`src/rtl/wb_pkg.sv`:
```
// Shared types and constants for the register-file writeback arbiter.
// Grant encoding and the arbitration helper live here so both files agree on them.
package wb_pkg;

  typedef logic [4:0] reg_idx_t;

  localparam logic GNT_ALU   = 1'b0;
  localparam logic GNT_MEM   = 1'b1;
  localparam int   REG_COUNT = 32;

  // Round-robin pick between two requesters; last_grant only matters on a conflict.
  function automatic logic pick_grant(input logic alu_v, input logic mem_v,
                                      input logic last_grant);
    if (alu_v && mem_v) return (last_grant == GNT_ALU) ? GNT_MEM : GNT_ALU;
    else if (mem_v)     return GNT_MEM;
    else                return GNT_ALU;
  endfunction

endpackage

```
`src/rtl/wb_scoreboard.sv`:
```
// Pending-write scoreboard: one bit per architectural register, set at issue,
// cleared when the write commits to the register file.
module wb_scoreboard
  import wb_pkg::*;
(
  input  logic     clk,
  input  logic     rst,
  input  logic     sb_set,
  input  reg_idx_t sb_rd,
  input  logic     rf_we,
  input  reg_idx_t rf_waddr,
  input  reg_idx_t chk_rs1,
  input  reg_idx_t chk_rs2,
  output logic     busy_rs1,
  output logic     busy_rs2
);

  logic [REG_COUNT-1:0] pending, pending_d;

  // Clear first, then set, so an issue racing a commit to the same register keeps it busy.
  always_comb begin
    pending_d = pending;
    if (rf_we)
      pending_d[rf_waddr] = 1'b0;
    if (sb_set && (sb_rd != '0))
      pending_d[sb_rd] = 1'b1;
    pending_d[0] = 1'b0;
  end

  always_ff @(posedge clk) begin
    if (rst) pending <= '0;
    else     pending <= pending_d;
  end

  assign busy_rs1 = pending[chk_rs1];
  assign busy_rs2 = pending[chk_rs2];

endmodule

```
`src/rtl/regfile_wb_arbiter.sv`:
```
// Round-robin arbiter sharing the register file write port between ALU and load writeback.
// Define WB_SCOREBOARD_EN to add the pending-write scoreboard and its sb_/chk_/busy_ ports.
module regfile_wb_arbiter
  import wb_pkg::*;
#(
  parameter int n = 32
) (
  input  logic         clk,
  input  logic         rst,
  input  logic         alu_valid,
  input  reg_idx_t     alu_rd,
  input  logic [n-1:0] alu_data,
  output logic         alu_ready,
  input  logic         mem_valid,
  input  reg_idx_t     mem_rd,
  input  logic [n-1:0] mem_data,
  output logic         mem_ready,
`ifdef WB_SCOREBOARD_EN
  input  logic         sb_set,
  input  reg_idx_t     sb_rd,
  input  reg_idx_t     chk_rs1,
  input  reg_idx_t     chk_rs2,
  output logic         busy_rs1,
  output logic         busy_rs2,
`endif
  output logic         rf_we,
  output reg_idx_t     rf_waddr,
  output logic [n-1:0] rf_wdata
);

  logic     last_grant;
  logic     gnt;
  logic     xfer;
  reg_idx_t win_rd;
  logic [n-1:0] win_data;

  // Ready is held low during reset so nothing is consumed that reset would then drop.
  always_comb begin
    gnt       = pick_grant(alu_valid, mem_valid, last_grant);
    alu_ready = !rst && alu_valid && (gnt == GNT_ALU);
    mem_ready = !rst && mem_valid && (gnt == GNT_MEM);
    xfer      = alu_ready || mem_ready;
    win_rd    = (gnt == GNT_MEM) ? mem_rd   : alu_rd;
    win_data  = (gnt == GNT_MEM) ? mem_data : alu_data;
  end

  // x0 requests are consumed and advance the round-robin but never assert rf_we.
  always_ff @(posedge clk) begin
    if (rst) begin
      rf_we      <= 1'b0;
      rf_waddr   <= '0;
      rf_wdata   <= '0;
      last_grant <= GNT_ALU;
    end else if (xfer) begin
      rf_we      <= (win_rd != '0);
      rf_waddr   <= win_rd;
      rf_wdata   <= win_data;
      last_grant <= gnt;
    end else begin
      rf_we      <= 1'b0;
    end
  end

`ifdef WB_SCOREBOARD_EN
  wb_scoreboard u_sb (
    .clk      (clk),
    .rst      (rst),
    .sb_set   (sb_set),
    .sb_rd    (sb_rd),
    .rf_we    (rf_we),
    .rf_waddr (rf_waddr),
    .chk_rs1  (chk_rs1),
    .chk_rs2  (chk_rs2),
    .busy_rs1 (busy_rs1),
    .busy_rs2 (busy_rs2)
  );
`endif

endmodule

```
`config.mk`:
```
export PLATFORM = sky130hd
export DESIGN_NAME = regfile_wb_arbiter
export DESIGN_NICKNAME = d
export VERILOG_FILES = /design/src/rtl/wb_pkg.sv /design/src/rtl/wb_scoreboard.sv /design/src/rtl/regfile_wb_arbiter.sv
export SDC_FILE = /design/constraint.sdc
export NUM_CORES = 1
export LEC_CHECK = 0
export ABC_AREA = 1
export CORE_MARGIN = 2
export CORE_UTILIZATION = 37
export DETAILED_ROUTE_END_ITERATION = 16
export GPL_TIMING_DRIVEN = 0
export PLACE_DENSITY = 0.8
export SLEW_MARGIN = 20
export SYNTH_ARGS = -nofsm -noshare
export SYNTH_HDL_FRONTEND = slang
export SYNTH_SLANG_ARGS = --single-unit
```
`constraint.sdc`:
```
create_clock -name clk -period 1.3 [get_ports clk]
set_clock_uncertainty 0.05 [all_clocks]
set_input_delay 0.195 -clock clk [delete_from_list [all_inputs] [get_ports clk]]
set_output_delay 0.195 -clock clk [all_outputs]
set_load 0.05 [all_outputs]
```
==> flow_summary.ini <==
[status]
status = complete, but fails checks
violations = negative setup slack

[drt]
firstDrtPassIters = 4
wl_per_cell_um = 11.7
final_antenna_net_count = 0
drtIter0Drc = 74
drt-total-wl_um = 5870
viasPerCell = 4.49
num_vias = 2249
drc = 0

[synthesis]
synth-seq-area-share = 0.409
syn_area_um2 = 1910
synth.avg_cell_area_um2 = 6.36
synth_nets = 378
ys_seq_elements = 39
ys_warn_count = 0
synth_cell_type_count = 18
synth_cells = 300

[sta]
worst_slack_ns = -0.112
setup_viol = 3
rsz0062_at_grt = true
hold_violations = 0
period_minus_slack_ns = 1.41
timing.final.crit_share = 1.09
setup_tns_ns = -0.143
tightest_slew_ns = 0.300
finalHoldWorstSlack_ns = 0.132
max_slew_margin = 0.801
drv_slew = 0
max_freq_mhz = 708

[cts]
cts_root_buffer = clkbuf_8
numCtsBuffers = 5
cts_tree = built
cts-htree-levels = 2
clkTransAtPathRegs_ns = 0.07
cts_hold_buf = 0
cts_sinks = 39
clk_latency_ns = 0.28
ctsLongestPathBuffers = 2

[worst_hold_path]
hold_path.startpoint = rst
min_to = last_grant$_SDFFE_PP0P_
whs_path_depth = 2
hold_class = in -> reg

[critical_path]
timing.reg2reg.setup_slack_ns = -0.01
regToRegEndpoint = rf_wdata[10]$_SDFFE_PP0P_
slowest_stage = dfxtp_2
reg2reg_depth = 9
crit_path_start_kind = flip-flop
path_delay_family = flip-flops
cp_num_buf_inv = 3
rr_startpoint = last_grant$_SDFFE_PP0P_
crit_type = reg -> out
end_kind = output pin
crit_cells = 6
crit_path_max_fanout = 4
arrival_ns = 1.17
cpPeakStageDelay_ns = 0.35
path_cells = nand2_4 -> nand2_4 -> inv_6 -> buf_8 -> nor2_4 -> buf_8
cp.required_ns = 1.05

[power_and_ir_drop]
power_density_nw_per_um2 = 1010
switching_power_mw = 1.23
p_sw_frac = 0.353
seqPwrFrac = 0.392
p_leak_nw = 1.61
clkPwrFrac = 0.222
p_int_mw = 2.25
comb_power_share = 0.386
irDropWorstVdd_v = 0.000510

[global_routing]
grt-ovfl-total = 0
grt_pass1_vias = 2075
grt_pass1_wl_um = 8890
grt_start_max_net_pins = 12
grt_use_total = 0.200
antenna_found_initial = 0

[final_layout]
layout-drive-gt1-share = 0.200
fin_nets = 508
diodes = 0
area_growth_syn_to_layout_pct = 81.0

[floorplanning]
die_w_um = 75.8
io_pins = 118
core_um2 = 5040
row_count = 26
die_area_um2 = 5750
die_h_um = 75.8
initial_utilization = 0.378

[placement]
hpwl_um = 4250
place_congestion = 0.800
portBuffers = 117

[job]
max-cap-violations = 0
## layer usage
metal  routed length, µm  GRT usage  vias up  part of all wire
li1                    -          -     1181                 -
met5                   0          0        -                 0
met1                2480      0.228      983              0.42
met4                  87     0.0702        0             0.015
met2                2920      0.359       74              0.50
met3                 382     0.0503       11             0.065
## layout make-up
cell class / instances / area, µm²
timing repair buffer: 123 / 1270
multi-input combinational: 232 / 998
inverter: 11 / 51.3
fill: 434 / 1590
clock buffer: 7 / 76.3
buffer: 18 / 186
sequential: 39 / 782
tap: 70 / 87.6
clock inverter: 1 / 5.00
## timing repair
item | 4_1_cts | 5_1_grt
gates cloned | 1 | 0
pin swaps | 4 | 16
gates resized for setup | 151 | 46
endpoints found under the setup margin | 78 | 40
setup buffers | 4 | 1
## power groups by stage
stage / clock network (mW) / logic (mW) / registers [mW]
2_1_floorplan: 0 / 0.377 / 1.76
3_3_place_gp: 0 / 1.28 / 1.38
3_5_place_dp: 0 / 1.30 / 1.38
4_1_cts: 0.793 / 1.31 / 1.36
5_1_grt: 0.836 / 1.45 / 1.38
6_report: 0.773 / 1.34 / 1.36
## worst reg2reg max path, cell delays in order, from the launching register on
cell     delay [ns]
dfxtp_2        0.34
nand2_4        0.07
nand2_4        0.06
buf_4          0.16
buf_8          0.14
buf_4          0.15
nand2_1        0.05
nand2_1        0.05
nor2_1         0.09
nor2_1         0.05
## per-stage QoR
stage / setup WS, ns / cell area [µm²] / utilization / std cells / power (mW)
finish: -0.112 / 3450 / 0.685 / 501 / 3.48
global route: -0.160 / 3450 / 0.685 / 501 / 3.66
detailed placement: -1.00 / 3170 / 0.630 / 487 / 2.68
floorplan: 0.0877 / 1920 / - / 300 / 2.14
CTS: -0.117 / 3380 / 0.671 / 500 / 3.46
global placement: -0.994 / 3170 / 0.630 / 487 / 2.67
## worst max-delay path by stage
stage / startpoint / end / slack [ns]
after floorplan: last_grant$_SDFFE_PP0P_ / alu_ready / 0.09
after global routing: last_grant$_SDFFE_PP0P_ / alu_ready / -0.16
after global placement: alu_valid / alu_ready / -0.99
after CTS: last_grant$_SDFFE_PP0P_ / alu_ready / -0.12
after detailed placement: alu_valid / alu_ready / -1.00
final: last_grant$_SDFFE_PP0P_ / alu_ready / -0.11
## synthesized netlist by cell type (all sizes together)
cell type | instances | area share
nor2 | 73 | 0.14
nand3 | 3 | 0.0079
inv | 11 | 0.023
nand2 | 110 | 0.23
o21ai | 40 | 0.10
dfxtp | 39 | 0.41
buf | 14 | 0.053
nand3b | 1 | 0.0039
clkbuf | 4 | 0.0085
and2 | 5 | 0.016
## state kept, by name (all words and copies together) (netlist names)
register,cells
rf_wdata,32
rf_waddr,5
last_grant,1
rf_we,1
## placed cells by master (no fill, tap or decap), types with 2 or more instances in the layout
master and count:
inv_2 2, clkbuf_1 2, and2_1 4, buf_4 9
buf_6 7, buf_8 6, clkdlybuf4s15_2 37, clkbuf_4 2
o21ai_0 7, clkdlybuf4s50_1 74, dlygate4sd2_1 2, nand2_1 105
buf_2 3, nor2_1 72, clkbuf_8 5, nand2_4 4
dfxtp_1 38, o21ai_1 29, o21ai_2 4, nand3_1 3
inv_1 7, inv_6 2
## cell families after synthesis
family / synth area share
AND/OR/NAND/NOR: 0.401
AO/OA/AOI/OAI: 0.105
flip-flops: 0.409
buffers and inverters: 0.0846
No activity file was read; power rests on OpenSTA's default activity.
